## config.mk

```make
export PLATFORM = sky130hd
export DESIGN_NAME = note_sequencer
export DESIGN_NICKNAME = d
export VERILOG_FILES = /design/src/rtl/note_sequencer.sv
export SDC_FILE = /design/constraint.sdc
export NUM_CORES = 1
export LEC_CHECK = 0
export ABC_AREA = 1
export CELL_PAD_IN_SITES_DETAIL_PLACEMENT = 0
export CELL_PAD_IN_SITES_GLOBAL_PLACEMENT = 1
export CORE_MARGIN = 5
export CORE_UTILIZATION = 43
export CTS_BUF_LIST = sky130_fd_sc_hd__clkbuf_8
export DETAILED_ROUTE_END_ITERATION = 8
export GPL_TIMING_DRIVEN = 0
export PLACE_DENSITY_LB_ADDON = 0.1
export SETUP_SLACK_MARGIN = 0.2
export SYNTH_ARGS = -nofsm -noshare
export SYNTH_HDL_FRONTEND = slang
export SYNTH_SLANG_ARGS = --single-unit
```

## constraint.sdc

```tcl
create_clock -name clk -period 4.15 [get_ports clk]
set_input_delay 0.83 -clock clk [delete_from_list [all_inputs] [get_ports clk]]
set_output_delay 0.83 -clock clk [all_outputs]
set_load 0.05 [all_outputs]
```

## src/rtl/note_sequencer.sv

```systemverilog
// note_sequencer: walks a song ROM of {duration, note} words, drives the
// current note and an envelope gate, and inserts an articulation gap at the
// tail of each note. Note 0 ends the song and note 255 is a rest.
module note_sequencer #(
   parameter int BOARD_CLOCKSPEED = 250000000,
   parameter int TICK_HZ          = 256,
   parameter int ADDR_W           = 9,
   parameter int GAP_TICKS        = 2,
   parameter int LOOP             = 1
) (
   input  logic              clk,
   input  logic              rst,
   input  logic              start,
   input  logic              stop,
   output logic [ADDR_W-1:0] rom_addr,
   input  logic [15:0]       rom_data,
   output logic [7:0]        note,
   output logic              gate,
   output logic              note_strobe,
   output logic              playing,
   output logic [2:0]        dbg_state
);

   localparam int TICK_DIV = BOARD_CLOCKSPEED / TICK_HZ;
   localparam int PW       = (TICK_DIV > 1) ? $clog2(TICK_DIV) : 1;
   localparam logic [PW-1:0] PRE_MAX = PW'(TICK_DIV - 1);
   localparam logic [8:0]    GAP9    = 9'(GAP_TICKS);

   typedef enum logic [2:0] {
      S_IDLE  = 3'd0,
      S_FETCH = 3'd1,
      S_WAIT  = 3'd2,
      S_LOAD  = 3'd3,
      S_PLAY  = 3'd4
   } state_t;

   state_t              state_q, state_d;
   logic [ADDR_W-1:0]   addr_q, addr_d;
   logic [7:0]          note_q, note_d;
   logic                gate_q, gate_d;
   logic                strobe_q, strobe_d;
   logic                playing_q, playing_d;
   logic [PW-1:0]       presc_q, presc_d;
   logic [7:0]          cnt_q, cnt_d;
   logic                short_q, short_d;

   logic [7:0]          rom_note;
   logic [7:0]          dur_eff;
   logic [7:0]          cnt_dec;

   assign rom_note = rom_data[7:0];
   // A zero duration still sounds for one tick.
   assign dur_eff  = (rom_data[15:8] == 8'd0) ? 8'd1 : rom_data[15:8];
   assign cnt_dec  = cnt_q - 8'd1;

   // Next-state logic: stop beats start, start restarts from address 0.
   always_comb begin
      state_d   = state_q;
      addr_d    = addr_q;
      note_d    = note_q;
      gate_d    = gate_q;
      strobe_d  = 1'b0;
      presc_d   = presc_q;
      cnt_d     = cnt_q;
      short_d   = short_q;
      if (stop) begin
         state_d = S_IDLE;
         gate_d  = 1'b0;
      end else if (start) begin
         state_d = S_FETCH;
         addr_d  = '0;
         gate_d  = 1'b0;
         presc_d = '0;
      end else begin
         case (state_q)
            S_IDLE: begin
               gate_d = 1'b0;
            end
            S_FETCH: begin
               gate_d  = 1'b0;
               state_d = S_WAIT;
            end
            S_WAIT: begin
               gate_d  = 1'b0;
               state_d = S_LOAD;
            end
            S_LOAD: begin
               if (rom_note == 8'd0) begin
                  gate_d = 1'b0;
                  // An end marker at address 0 means an empty song: never loop on it.
                  if ((LOOP != 0) && (addr_q != '0)) begin
                     addr_d  = '0;
                     state_d = S_FETCH;
                  end else begin
                     state_d = S_IDLE;
                  end
               end else begin
                  note_d   = rom_note;
                  strobe_d = 1'b1;
                  cnt_d    = dur_eff;
                  presc_d  = '0;
                  short_d  = ({1'b0, dur_eff} <= GAP9);
                  // At load the remaining ticks equal the duration, so the gap
                  // test always passes and only a rest keeps the gate low.
                  gate_d   = (rom_note != 8'hFF);
                  state_d  = S_PLAY;
               end
            end
            S_PLAY: begin
               if (presc_q == PRE_MAX) begin
                  presc_d = '0;
                  if (cnt_q <= 8'd1) begin
                     cnt_d   = 8'd0;
                     addr_d  = addr_q + ADDR_W'(1);
                     gate_d  = 1'b0;
                     state_d = S_FETCH;
                  end else begin
                     cnt_d  = cnt_dec;
                     gate_d = (note_q != 8'hFF) &&
                              (({1'b0, cnt_dec} > GAP9) || short_q);
                  end
               end else begin
                  presc_d = presc_q + PW'(1);
               end
            end
            default: begin
               state_d = S_IDLE;
               gate_d  = 1'b0;
            end
         endcase
      end
      playing_d = (state_d != S_IDLE);
   end

   // State and registered outputs; reset overrides start and stop.
   always_ff @(posedge clk) begin
      if (rst) begin
         state_q   <= S_IDLE;
         addr_q    <= '0;
         note_q    <= 8'hFF;
         gate_q    <= 1'b0;
         strobe_q  <= 1'b0;
         playing_q <= 1'b0;
         presc_q   <= '0;
         cnt_q     <= 8'd0;
         short_q   <= 1'b0;
      end else begin
         state_q   <= state_d;
         addr_q    <= addr_d;
         note_q    <= note_d;
         gate_q    <= gate_d;
         strobe_q  <= strobe_d;
         playing_q <= playing_d;
         presc_q   <= presc_d;
         cnt_q     <= cnt_d;
         short_q   <= short_d;
      end
   end

   assign rom_addr    = addr_q;
   assign note        = note_q;
   assign gate        = gate_q;
   assign note_strobe = strobe_q;
   assign playing     = playing_q;
   assign dbg_state   = state_q;

endmodule

```

==> impl_metrics.ini, run 1 <==
[status]
status = finished clean

[routing]
wl_met1_um = 3760
drc = 0
ant_nets = 0
totalWireLength_um = 7850
wl_per_cell_um = 13.6
dr.max_layer_used = met4
drtIter0Drc = 142
vias_per_cell = 5.19
wl_met3_um = 405
wl_met2_um = 3600
first_pass_iters = 4
vias = 3000

[yosys]
synthesis.area_sq_um = 2980
synth_top_area_share_pct = 34.9
synthArstFlopShare_pct = 0
synth_ff_type = dfxtp_1
syn_inst = 449
syn_area_per_cell_sq_um = 6.64
netlist-cell-type-count = 37
yosysSeqAreaShare_pct = 34.9
synth_area_leaders = dfxtp_1, nand2_1, nor2_1
synth-warning-count = 0
ys_ff_latch = 52
synth_common_cells = nand2_1, nor2_1, inv_1
synth.net_count = 476
yosys.area.top_type = dfxtp_1
yosysMostFrequentCell = nand2_1
synth_edf_count = 0

[cts]
clockRootBuffer = clkbuf_8
h-tree-depth = 2
cts_tree = built
clock_sinks = 52
clk_path_buf_depth = 2
post_cts_buffers = 0
cts_buffers = 5
clk_pin_slew_worst_paths_ns = 0.10
cts_resized = 0
holdBufCountCts = 0
clock_latency_ns = 0.32

[sta]
period_share_pct = 59.3
hold_viol = 0
tns_ns = 0
tightest_slew_ns = 0.576
setup-violations-final = 0
rsz0062_at_grt = no
clock.fmax_mhz = 406
finalCriticalPeriod_ns = 2.46
setup_slack_ns = 1.69
hold_slack_ns = 0.479
slew_headroom_pct = 61.6
finClkSkew_ns = 0.00627
drv_slew = 0

[worst_setup_path]
crit_path_end_kind = register
r2r_setup_slack_ns = 2.11
crit_fanout = 10
critPathKind = primary input to register
cp-start-kind = primary input
critical_path_required_ns = 4.37
cp.arrival_ns = 2.68

[place]
dp_slack_ns = 1.33
place_congestion = 0.850
placed_cells = 570
post_dp_cell_area_sq_um = 3490
io_buffers = 41
dp_hpwl_um = 5950

[global_routing]
grt_pass1_wl_um = 13200
antenna_found_initial = 0
grt_max_degree = 19
grt_pass1_vias = 2796
grt-ovfl-total = 0
grt_usage_pct = 19.0

[floorplanning]
core_sq_um = 6760
rows = 30
die_h_um = 93.3
initial_utilization_pct = 44.1
die_w_um = 93.3
dieArea_sq_um = 8700
ios = 43

[layout]
final_area_sq_um = 3590
nets = 524
finish.utilization_pct = 53.1
area_growth_pct = 20.3
diodes = 0
layout-drive-gt1-share_pct = 7.23
finalNonFillerCells = 578
nFillCells = 713

[power_and_ir_drop]
p_per_area_nw_per_um2 = 249
power_mw = 0.892
ir_drop_uv = 114
p_leak_nw = 1.39

[job]
cap_viol_max_count = 0

[min_path]
min-delay-path-class = register to register
-- area by class of cell --
type / instances / area [sq um] / area share (%)
clock buffers: 5 / 68.8 / 1.92
inverters: 60 / 225 / 6.28
multi-input cells: 328 / 1660 / 46.4
flip-flops and latches: 52 / 1040 / 29.0
repair buffers: 41 / 410 / 11.4
well taps: 80 / 100 / 2.79
clock inverters: 3 / 25.0 / 0.698
plain buffers: 9 / 52.6 / 1.46
-- metal layers --
layer	global-route usage, %	vias to the layer above
li1	-	1565
met4	5.86	0
met3	4.75	6
met1	26.0	1361
met5	0	-
met2	29.4	68
-- cell families after synthesis --
kind of cell	after synthesis	share of synthesized area, %
AOI/OAI and AO/OA	71	13.4
DFF	52	34.9
and+or+nand+nor	243	37.4
buffers and inverters	69	9.31
xor gates and xnor gates	7	2.06
adders and majority gates	7	2.94
-- where the power goes --
group | switching [mW] | internal, mW
Sequential | 0.00218 | 0.501
Clock | 0.195 | 0.124
Combinational | 0.0419 | 0.0288
Total | 0.239 | 0.653
-- path summary, 6_finish.rpt --
path         cells past startpoint             startpoint                  endpoint
max                              9            rom_data[4]  rom_addr[0]$_SDFFE_PP0P_
min                              2  cnt_q[6]$_SDFFE_PP0P_     cnt_q[6]$_SDFFE_PP0P_
max reg2reg                      9  cnt_q[0]$_SDFFE_PP0P_  rom_addr[0]$_SDFFE_PP0P_
min reg2reg                      2  cnt_q[6]$_SDFFE_PP0P_     cnt_q[6]$_SDFFE_PP0P_
-- state kept, by name (all words and copies together), names as in the netlist --
name	flops
gate	1
short_q	1
playing	1
rom_addr	9
presc_q	20
note	8
cnt_q	8
dbg_state	3
note_strobe	1
-- critical path: stages --
cell and delay, ns:
clkdlybuf4s50_1 0.44, nor2_1 0.11, nand3_1 0.11, nor2_4 0.23
nand2_1 0.10, a21oi_2 0.47, nand2_4 0.17, o21ai_1 0.16
nor2_1 0.06
-- cell usage in the layout, fill, tap and decap left out, types with 3 or more instances in the layout --
cell	n
nor3b_1	3
nand3_1	40
clkdlybuf4s50_1	41
nand2_2	5
clkbuf_1	3
nor2_2	5
o21ai_0	26
a21oi_1	35
clkbuf_8	5
nand4_1	17
inv_1	57
buf_2	3
ha_1	7
nor2_1	62
xor2_1	6
nor3_1	9
nor4_1	3
nand2_1	91
dfxtp_1	52
(Power assumes the default switching activity.)
==> run 2: changes to the inputs <==
--- a/config.mk
+++ b/config.mk
@@ -9,7 +9,7 @@
 export CELL_PAD_IN_SITES_DETAIL_PLACEMENT = 0
 export CELL_PAD_IN_SITES_GLOBAL_PLACEMENT = 1
 export CORE_MARGIN = 5
-export CORE_UTILIZATION = 43
+export CORE_UTILIZATION = 36
 export CTS_BUF_LIST = sky130_fd_sc_hd__clkbuf_8
 export DETAILED_ROUTE_END_ITERATION = 8
 export GPL_TIMING_DRIVEN = 0
==> constraint.sdc (replaced) <==
create_clock -name clk -period 2.2 [get_ports clk]
set_input_delay 0.44 -clock clk [delete_from_list [all_inputs] [get_ports clk]]
set_output_delay 0.44 -clock clk [all_outputs]
set_load 0.05 [all_outputs]
==> run 2 against run 1 <==
  * First-iteration DRC count fell by 9.2%
  * Global-route usage down 2.5 points
  * Clock skew rose by 0.0050 ns
  * Cell area up 4.3%
  * Die area increased by 17%
  * Sequential power up 89%
  * Critical path depth down 8
  * Sequential share of layout area fell by 1.2 points
  * Wire length rose by 4.6%
  * Critical path type is now register to primary output
  * Largest power group unchanged
  * Highest routed layer unchanged
==> impl_metrics.ini, run 2 (same netlist as run 1, synthesis figures left out) <==
[worst_setup_path]
crit_slowest_cell = clkdlybuf4s50_1
timing.critical_path.cells = clkdlybuf4s50_1
critPathMaxStageDelay_ns = 0.82
crit_path_end_kind = primary output
crit_fanout = 3
crit_start = note[1]$_SDFFE_PP1P_
crit-reg2reg-launch = cnt_q[0]$_SDFFE_PP0P_
critical_path_required_ns = 1.76
r2r_setup_slack_ns = 0.37
crit_buf_inv = 1
cp.arrival_ns = 1.51
critPathKind = register to primary output
cp-start-kind = register
cpLargestDelayFamily = buffers and inverters

[layout]
finalNonFillerCells = 611
mostFrequentLayoutCells = nand2_1, nor2_1, inv_1
top_register = presc_q
multi_input_area_sq_um = 1710
area_growth_pct = 25.4
final_common_cell = nand2_1
layout-drive-gt1-share_pct = 10.9
nFillCells = 848
seq_area_sq_um = 1040
finish.utilization_pct = 46.0
largest_reg_flops = 20
nets = 532
diodes = 0

[global_routing]
grt_max_degree = 18
grt_pass1_vias = 2850
grt-ovfl-total = 0
antenna_found_initial = 0
grt_pass1_wl_um = 13700
grt_usage_pct = 16.5

[cts]
clock_latency_ns = 0.31
clockRootBuffer = clkbuf_8
clk_pin_slew_worst_paths_ns = 0.10
holdBufCountCts = 0
cts_buffers = 5
cts_tree = built
h-tree-depth = 2
clk_path_buf_depth = 2
clock_sinks = 52

[min_path]
hp-start = rom_data[7]
min-delay-path-class = primary input to register

[sta]
tns_ns = 0
drv_slew = 0
rsz0062_at_grt = yes
setup-violations-final = 0
clock.fmax_mhz = 513
slew_headroom_pct = 57.0
hold_viol = 0
finalCriticalPeriod_ns = 1.95
finClkSkew_ns = 0.0113
period_share_pct = 88.6
tightest_slew_ns = 0.645

[power_and_ir_drop]
ir_drop_uv = 251
p_leak_nw = 1.52
p_per_area_nw_per_um2 = 446
power_mw = 1.67

[place]
placed_cells = 595
place_congestion = 0.830
io_buffers = 41
dp_hpwl_um = 6260

[job]
cap_viol_max_count = 0

[routing]
drtIter0Drc = 129
ant_nets = 0
vias_per_cell = 4.96
vias = 3033
wl_per_cell_um = 13.4
totalWireLength_um = 8210
drc = 0
first_pass_iters = 4

[floorplanning]
die_w_um = 101
dieArea_sq_um = 10200
die_h_um = 101
ios = 43
rows = 33
initial_utilization_pct = 36.7
core_sq_um = 8130

[status]
status = finished clean
==> run 2: timing repair <==
item / in CTS / in global routing
gates resized for setup: 11 / 18
pin swaps: 1 / 5
setup endpoints to repair: 20 / 27
buffers inserted: 2 / 6
==> run 2: path summary, 6_finish.rpt <==
check	endpoint	cells after the start
worst max register to register	rom_addr[1]$_SDFFE_PP0P_	9
worst max-delay path	note[1]	1
worst min register to register	short_q$_SDFFE_PP0P_	2
worst min-delay path	note[7]$_SDFFE_PP1P_	3
==> run 2: worst reg2reg max path, delay by kind of cell (launching register included) <==
kind,cells,cell delay [ns]
buf+inv,3,0.42
simple gates,3,0.40
fa+ha+maj,1,0.25
compound gates,2,0.34
flops,1,0.36
==> run 2: report_power, final <==
part | total, mW | leakage (nW) | switching, mW | internal (mW)
clock network | 0.576 | 0.0485 | 0.347 | 0.229
logic | 0.144 | 1.06 | 0.0840 | 0.0601
registers | 0.949 | 0.420 | 0.00435 | 0.945
total | 1.67 | 1.52 | 0.436 | 1.23
==> run 2: metal layers <==
| layer | track usage (%) | wire length (um) |
|---|---|---|
| met5 | 0 | 0 |
| met1 | 23.5 | 4160 |
| met2 | 25.5 | 3490 |
| met3 | 3.74 | 493 |
| met4 | 3.48 | 67 |
==> run 2: area by class of cell <==
type	count	share of cell area, %
inverters	60	6.02
plain buffers	9	1.41
clock inverters	3	0.602
multi-input cells	328	45.7
well taps	105	3.51
clock buffers	5	1.84
flip-flops and latches	52	27.9
repair buffers	49	13.0
==> run 2: metrics by stage <==
step | setup slack (ns) | cell area (sq um) | hold slack (ns)
floorplan | 0.251 | 2980 | 0.424
global placement | -0.262 | 3530 | 0.452
detailed placement | -0.243 | 3530 | 0.451
CTS | 0.205 | 3630 | 0.466
global route | 0.153 | 3740 | 0.498
finish | 0.251 | 3740 | 0.448
==> run 3: changes to the inputs <==
--- a/config.mk
+++ b/config.mk
@@ -13,7 +13,7 @@
 export CTS_BUF_LIST = sky130_fd_sc_hd__clkbuf_8
 export DETAILED_ROUTE_END_ITERATION = 8
 export GPL_TIMING_DRIVEN = 0
-export PLACE_DENSITY_LB_ADDON = 0.1
+export PLACE_DENSITY_LB_ADDON = 0.08
 export SETUP_SLACK_MARGIN = 0.2
 export SYNTH_ARGS = -nofsm -noshare
 export SYNTH_HDL_FRONTEND = slang
==> run 3 against run 2 <==
  * Flip-flop and latch count unchanged
  * Register-to-register slack got worse by 0.04 ns
  * Worst hold slack improved by 0.014 ns
  * Final cell count decreased by 0.82%
  * Wire length decreased by 0.39%
  * First-iteration DRC count increased by 7.8%
  * Largest cell class unchanged
==> impl_metrics.ini, run 3 (same netlist as run 1, synthesis figures left out) <==
[worst_setup_path]
cp.arrival_ns = 1.50
ff2ff_path_depth = 9
crit_fanout = 3
critPathKind = register to primary output
r2r_setup_slack_ns = 0.33
cp.depth = 1
critPathMaxStageDelay_ns = 0.82
timing.critical_path.cells = clkdlybuf4s50_1
cpLargestDelayFamily = buffers and inverters
critical_path_required_ns = 1.76
crit_slowest_cell = clkdlybuf4s50_1
cp-start-kind = register
crit_path_end_kind = primary output
crit_buf_inv = 1

[routing]
wl_per_cell_um = 13.5
drtIter0Drc = 139
totalWireLength_um = 8180
vias_per_cell = 4.90
first_pass_iters = 4
vias = 2968
ant_nets = 0
drc = 0

[sta]
hold_viol = 0
finalCriticalPeriod_ns = 1.94
clock.fmax_mhz = 514
tightest_slew_ns = 0.576
rsz0062_at_grt = no
slew_headroom_pct = 61.6
setup_slack_ns = 0.255
finClkSkew_ns = 0.00927
setup-violations-final = 0
drv_slew = 0
period_share_pct = 88.4
hold_slack_ns = 0.462

[global_routing]
use_met3_pct = 3.18
grt_pass1_vias = 2776
gr-usage-met1_pct = 23.5
grt-ovfl-total = 0
grtUsageMet2_pct = 24.9
grt_pass1_wl_um = 13300
grt.busiest_layer = met2
grt_usage_pct = 16.2
antenna_found_initial = 0
grt_max_degree = 17

[cts]
clockRootBuffer = clkbuf_8
clock_sinks = 52
clock_latency_ns = 0.31
holdBufCountCts = 0
clk_pin_slew_worst_paths_ns = 0.10
clk_path_buf_depth = 2
cts_buffers = 5
cts_tree = built
h-tree-depth = 2

[min_path]
whs_path_depth = 2
min-delay-path-class = register to register

[power_and_ir_drop]
clockPowerShare_pct = 38.1
ir_drop_uv = 241
power_frac_comb_pct = 7.9
p_seq_share_pct = 53.9
internal_power_mw = 1.34
p_sw_mw = 0.420
p_leak_nw = 1.48
p_per_area_nw_per_um2 = 475
power.share.switching_pct = 23.9

[layout]
final_common_cell = nand2_1
finish.utilization_pct = 45.5
top_register = presc_q
diodes = 0
nets = 527
layout-drive-gt1-share_pct = 8.78
mostFrequentLayoutCells = nand2_1, nor2_1, inv_1
largest_reg_flops = 20
area_growth_pct = 24.2

[place]
io_buffers = 41
place_congestion = 0.877
dp_hpwl_um = 6230
dp_slack_ns = -0.232

[floorplanning]
core_sq_um = 8130
rows = 33
die_w_um = 101
initial_utilization_pct = 36.7
die_h_um = 101
ios = 43
dieArea_sq_um = 10200

[job]
cap_viol_max_count = 0

[status]
status = finished clean
## run 3: power by group through the flow
stage	Combinational [mW]	Clock (mW)	Sequential [mW]
6_report	0.140	0.671	0.949
4_1_cts	0.136	0.697	0.949
2_1_floorplan	0.0626	0	0.977
3_3_place_gp	0.134	0	0.971
3_5_place_dp	0.135	0	0.971
5_1_grt	0.153	0.738	0.950
## run 3: metrics by stage
step                      instance area [sq um]  power, mW  TNS [ns]  instances
after floorplan                            2980       1.04         0        449
after global placement                     3530       1.11     -2.65        595
after detailed placement                   3530       1.11     -3.01        595
after CTS                                  3650       1.78         0        605
after global routing                       3700       1.84         0        606
final                                      3700       1.76         0        606
## run 3: repair_timing
action / 4_1_cts / 5_1_grt
cloned: 0 / 0
setup buffers: 2 / 1
pin swaps: 1 / 3
gates resized for setup: 12 / 11
endpoints found under the setup margin: 21 / 27
## run 3: area by class of cell
class                      instances  area (sq um)
fill                             855          4430
multi-input combinational        328          1700
sequential                        52          1040
timing repair buffer              44           445
inverter                          60           225
tap                              105           131
clock buffer                       5          68.8
buffer                             9          52.6
clock inverter                     3          42.5
## run 3: tightest hold or removal path: cells and delay by family, from the launching register on
| family | cells | cell delay, ns |
|---|---|---|
| buf+inv | 1 | 0.06 |
| flops | 1 | 0.31 |
| compound gates | 1 | 0.05 |
## run 3: final timing paths
| check | start | to |
|---|---|---|
| max reg2reg | cnt_q[0]$_SDFFE_PP0P_ | cnt_q[6]$_SDFFE_PP0P_ |
| max | note[5]$_SDFFE_PP1P_ | note[5] |
| min reg2reg | short_q$_SDFFE_PP0P_ | short_q$_SDFFE_PP0P_ |
| min | short_q$_SDFFE_PP0P_ | short_q$_SDFFE_PP0P_ |
## run 3: per-layer routing
layer | part of all wire, % | routed length, um
met2 | 43 | 3500
met5 | 0 | 0
met4 | 0.76 | 62
met1 | 52 | 4280
met3 | 4.1 | 338
==> RTL change 1, RTL diff (flow settings as in run 2) <==
Remove the register `playing_q`: a continuous assignment takes its place, so the output `playing` follows one clock earlier.
--- a/src/rtl/note_sequencer.sv
+++ b/src/rtl/note_sequencer.sv
@@ -142,3 +142,2 @@
          strobe_q  <= 1'b0;
-         playing_q <= 1'b0;
          presc_q   <= '0;
@@ -152,3 +151,2 @@
          strobe_q  <= strobe_d;
-         playing_q <= playing_d;
          presc_q   <= presc_d;
@@ -158,2 +156,4 @@
    end
+
+   assign playing_q = playing_d;
 
Formal check against the unedited RTL: not equivalent (a bounded check fails within 4 cycles, from zero or initial values and one cycle with rst high).
==> RTL change 1 against run 2 <==
Global-route usage down 0.26 points; cell area up 4.8%; combinational power up 23%; power up 6.3%; maximum frequency down 15%; largest power group unchanged; worst setup slack worse by 0.33 ns; via count up 2.5%; synthesized area up 2.3%; the flow now finishes with violations (negative setup slack); sequential cell count down 1; critical path type unchanged; routed wire length down 0.24%.
==> RTL change 1: results (changes against run 2) <==
Routing
  – DR vias: 3108 (+2.5%)
  – Met2 Routed Length: 3990 µm (+14%)
  – Initial DRC count: 122 (-5.4%)
  – Metal-1 WL: 3820 µm (-8.2%)
  – Routed wire length: 8190 µm (-0.24%)
  – DR WL met3: 285 µm (-42%)

Timing
  – Final setup viols: 1 (+1)
  – Fin Hold WS: 0.484 ns (+0.0361 ns)
  – Setup tns final: -0.0840 ns (-0.0840 ns)
  – Worst-margin pin slew: 0.550 ns (-0.0952 ns)
  – Worst Setup Slack, final: -0.0840 ns (-0.335 ns)
  – Setup Skew: 0.0148 ns (+0.00349 ns)

Power
  – Largest vdd supply drop: 246 µV (-1.9%)
  – Sw frac: 25.3% (-0.82 points)
  – Logic power comb: 0.177 mW (+23%)
  – Logic pwr share: 10.0% (+1.4 points)
  – Static Leak: 1.72 nW (+13%)
  – P_seq: 0.934 mW (-2%)

Hold path
  – Min-delay src: presc_q[18]
  – Hold endpoint: presc_q[18]
  – HP Class: reg -> reg
  – Hold depth: 2 (-1)

Synthesis
  – Sequential area share after synthesis: 33.5% (-1.4 points)
  – Top cells by count, synth: 130 x nand2_1, 93 x nor2_1, 51 x dfxtp_1, 50 x inv_1, 38 x nand3_1
  – Syn nets: 503 (+5.7%)
  – Top cells by area, synth: dfxtp_1 33%, nand2_1 16%, nor2_1 11%

GRT
  – Largest net degree at the start of global routing: 16 (-2)
  – First-pass GRT wire length: 13600 µm (-1.1%)
  – Vias in the first global route: 2920 (+2.5%)
  – Gr usage total: 16.2% (-0.26 points)

Status
  – Status: complete, but fails checks
  – Failing checks: negative setup slack

Worst setup path
  – Critical Path Start: cnt_q[0]
  – Crit path largest cell delay: 0.40 ns (-0.42 ns)
  – CP Data Arrival Time: 1.84 ns (+0.33 ns)
  – FF-to-FF Start: presc_q[4]
  – Reg2reg path depth: 12 (+3)
  – CP delay by family, top: simple AND/OR/NAND/NOR gates
  – Worst-path fanout max: 4 (+1)
  – Slowest cell on crit path: dfxtp_4
  – Worst r2r dst: rom_addr[4]

Finish
  – Final #Nets: 565 (+6.2%)
  – Proportion of layout cells with a drive suffix above 1: 14.5% (+3.6 points)
  – Fill cells: 880 (+3.8%)
  – Max reg flops: 20 (unchanged)

Place
  – Hpwl dp: 6060 µm (-3.1%)
  – Placed inst area: 0.00363 mm² (+3.1%)
  – GP Congestion: 0.804 (-3.2%)

Clock tree
  – Reg clk slew, reported paths: 0.10 ns (about the same)
  – H-Tree Depth: 2 (unchanged)
==> RTL change 1: cell count changes after synthesis, moves of 3 or more <==
cell / run 2 / this run
a21oi_1: 35 / 10
inv_1: 57 / 50
nand2_1: 91 / 130
nor2_1: 62 / 93
nor2_2: 5 / 1
nor3_1: 9 / 6
o21ai_0: 26 / 19
or2_2: 0 / 3
xor2_1: 6 / 9
==> RTL change 1: area by class of cell <==
cell class,instances,area share (%)
Buffer,12,2.55
Clock buffer,5,1.76
Clock inverter,2,0.958
Inverter,54,5.36
Multi-Input combinational cell,359,46.2
Sequential cell,51,26.9
Tap cell,105,3.35
Timing Repair Buffer,55,13.0
==> RTL change 1: cells by family (layout without fill, tap and decap cells) <==
group	after synthesis	after routing	synth area share, %
simple gates	304	304	43.8
buf+inv	66	128	9.92
flops	51	51	33.5
compound gates	38	38	7.05
xor+xnor	10	10	2.87
fa+ha+maj	7	7	2.87
==> RTL change 1: worst max-delay path by stage <==
stage | slack [ns] | cells past startpoint | to
2_1_floorplan | 0.21 | 7 | playing
3_3_place_gp | -0.95 | 9 | playing
3_5_place_dp | -0.96 | 9 | playing
4_1_cts | -0.08 | 11 | playing
5_1_grt | -0.16 | 11 | playing
6_report | -0.08 | 11 | playing
==> RTL change 1: stage by stage <==
stage	worst slack [ns]	util, %	instances
floorplan	0.209	-	476
global placement	-0.954	44.0	622
detailed placement	-0.961	44.0	622
CTS	-0.0810	47.2	643
global route	-0.163	47.5	643
finish	-0.0840	47.5	643
==> RTL change 1: metal layers <==
metal	global-route usage, %	up-vias
li1	-	1638
met1	21.1	1406
met2	28.1	56
met3	2.59	8
met4	4.04	0
met5	0	-
==> RTL change 1: repair_timing <==
action / in CTS / in global routing
setup endpoints to repair: 16 / 6
pin swaps: 11 / 0
gates resized for setup: 46 / 6
setup buffers: 14 / 0
==> RTL change 2, RTL diff (flow settings as in run 2) <==
Without the edit above. Set the parameter `BOARD_CLOCKSPEED` to 500000000 (it was 250000000).
--- a/src/rtl/note_sequencer.sv
+++ b/src/rtl/note_sequencer.sv
@@ -4,3 +4,3 @@
 module note_sequencer #(
-   parameter int BOARD_CLOCKSPEED = 250000000,
+   parameter int BOARD_CLOCKSPEED = 500000000,
    parameter int TICK_HZ          = 256,
Function: no difference found for any inputs over 10 cycles, from zero or initial values and one cycle with rst high; that may be too few to reach the edited logic, so the function may still have changed.
==> RTL change 2 against run 2 <==
Sequential power is 2.3% higher; worst setup slack better by 0.0048 ns; core utilization barely moved; power increased by 10%; synthesized area up 2.6%; sequential cell count increased by 1; final cell count increased by 1.3%; global-route usage decreased by 0.28 points; routed wire length increased by 1.1%; cell area up 1.4%; combinational power rose by 15%; clock skew fell by 0.0032 ns; critical path type unchanged; largest power group unchanged.
==> RTL change 2: results (changes against run 2) <==
Routing
  – Routed wire length: 8300 µm (+1.1%)
  – DR vias: 3039 (+0.20%)

Finish
  – Max reg flops: 21 (+5.0%)
  – Fill cells: 902 (+6.4%)
  – Count of non-CTS inverters in the layout: 59 (-1.7%)
  – Signal buf overhead: 12.5% (-2.0 points)
  – #MultiIn Comb: 342 (+4.3%)
  – Final #Nets: 540 (+1.5%)
  – Proportion of layout cells with a drive suffix above 1: 9.34% (-1.5 points)
  – Sequential Area: 0.00106 mm² (+1.9%)

Timing
  – Setup Skew: 0.00814 ns (-0.00317 ns)
  – Fin Hold WS: 0.476 ns (+0.0287 ns)
  – Worst-margin pin slew: 0.582 ns (-0.0632 ns)

Synthesis
  – Count of cell types in the netlist: 33 (-11%)
  – Synth Area in Compound Gates: 10.5% (-2.9 points)
  – Top cells by count, synth: 105 x nand2_1, 65 x nor2_1, 55 x inv_1, 53 x dfxtp_1, 51 x nand3_1
  – Post-synthesis xor/xnor area fraction: 3.43% (+1.4 points)
  – Post-Synth Adder-Cell Area: 2.86% (-0.074 points)
  – Syn nets: 489 (+2.7%)

Worst setup path
  – Reg2reg path depth: 10 (+1)

Place
  – Pre-CTS setup slack: -0.246 ns (-0.00369 ns)
  – Hpwl dp: 6330 µm (+1.2%)
  – Placed inst area: 0.00360 mm² (+2.2%)
  – # placed instances: 608 (+2.2%)

Status
  – Status: complete, no violations

GRT
  – Largest net degree at the start of global routing: 19 (+1)
  – Global Route met1 Usage: 21.4% (-2.0 points)
  – Met3 Track Usage GR: 2.59% (-1.1 points)
  – Met2 usage: 28.1% (+2.6 points)
  – Vias in the first global route: 2849 (-0.035%)

Hold path
  – Hold depth: 2 (-1)
  – HP Class: reg -> reg
  – Min-delay src: cnt_q[6]

Power
  – Largest vdd supply drop: 233 µV (-7.2%)
  – Seq pwr share: 52.9% (-4.0 points)
  – Clock power share: 38.1% (+3.6 points)
  – Static Leak: 1.61 nW (+5.7%)

Clock tree
  – Clock sinks: 53 (+1.9%)
[RTL change 2: cell count changes after synthesis, sizes merged, moves of 4 or more]
| cell | delta |
|---|---|
| a21oi | -7 |
| xor2 | +5 |
| nand4 | -4 |
| nand3 | +10 |
| nand2 | +19 |
| o21ai | -9 |
[RTL change 2: worst max path at each step]
stage | from | end | slack, ns | cells after the start
after floorplan | dbg_state[2] | cnt_q[0] | 0.29 | 7
after CTS | rom_addr[5] | rom_addr[5] | 0.20 | 1
after detailed placement | rom_data[5] | presc_q[4] | -0.25 | 11
final | note[7] | note[7] | 0.26 | 1
after global routing | presc_q[1] | presc_q[18] | 0.18 | 11
after global placement | rom_data[5] | presc_q[4] | -0.25 | 11
[RTL change 2: what timing repair did]
item,CTS,global route
endpoints found under the setup margin,44,44
gates cloned,0,1
buffers inserted,0,2
pin swaps,0,3
gates resized for setup,15,16
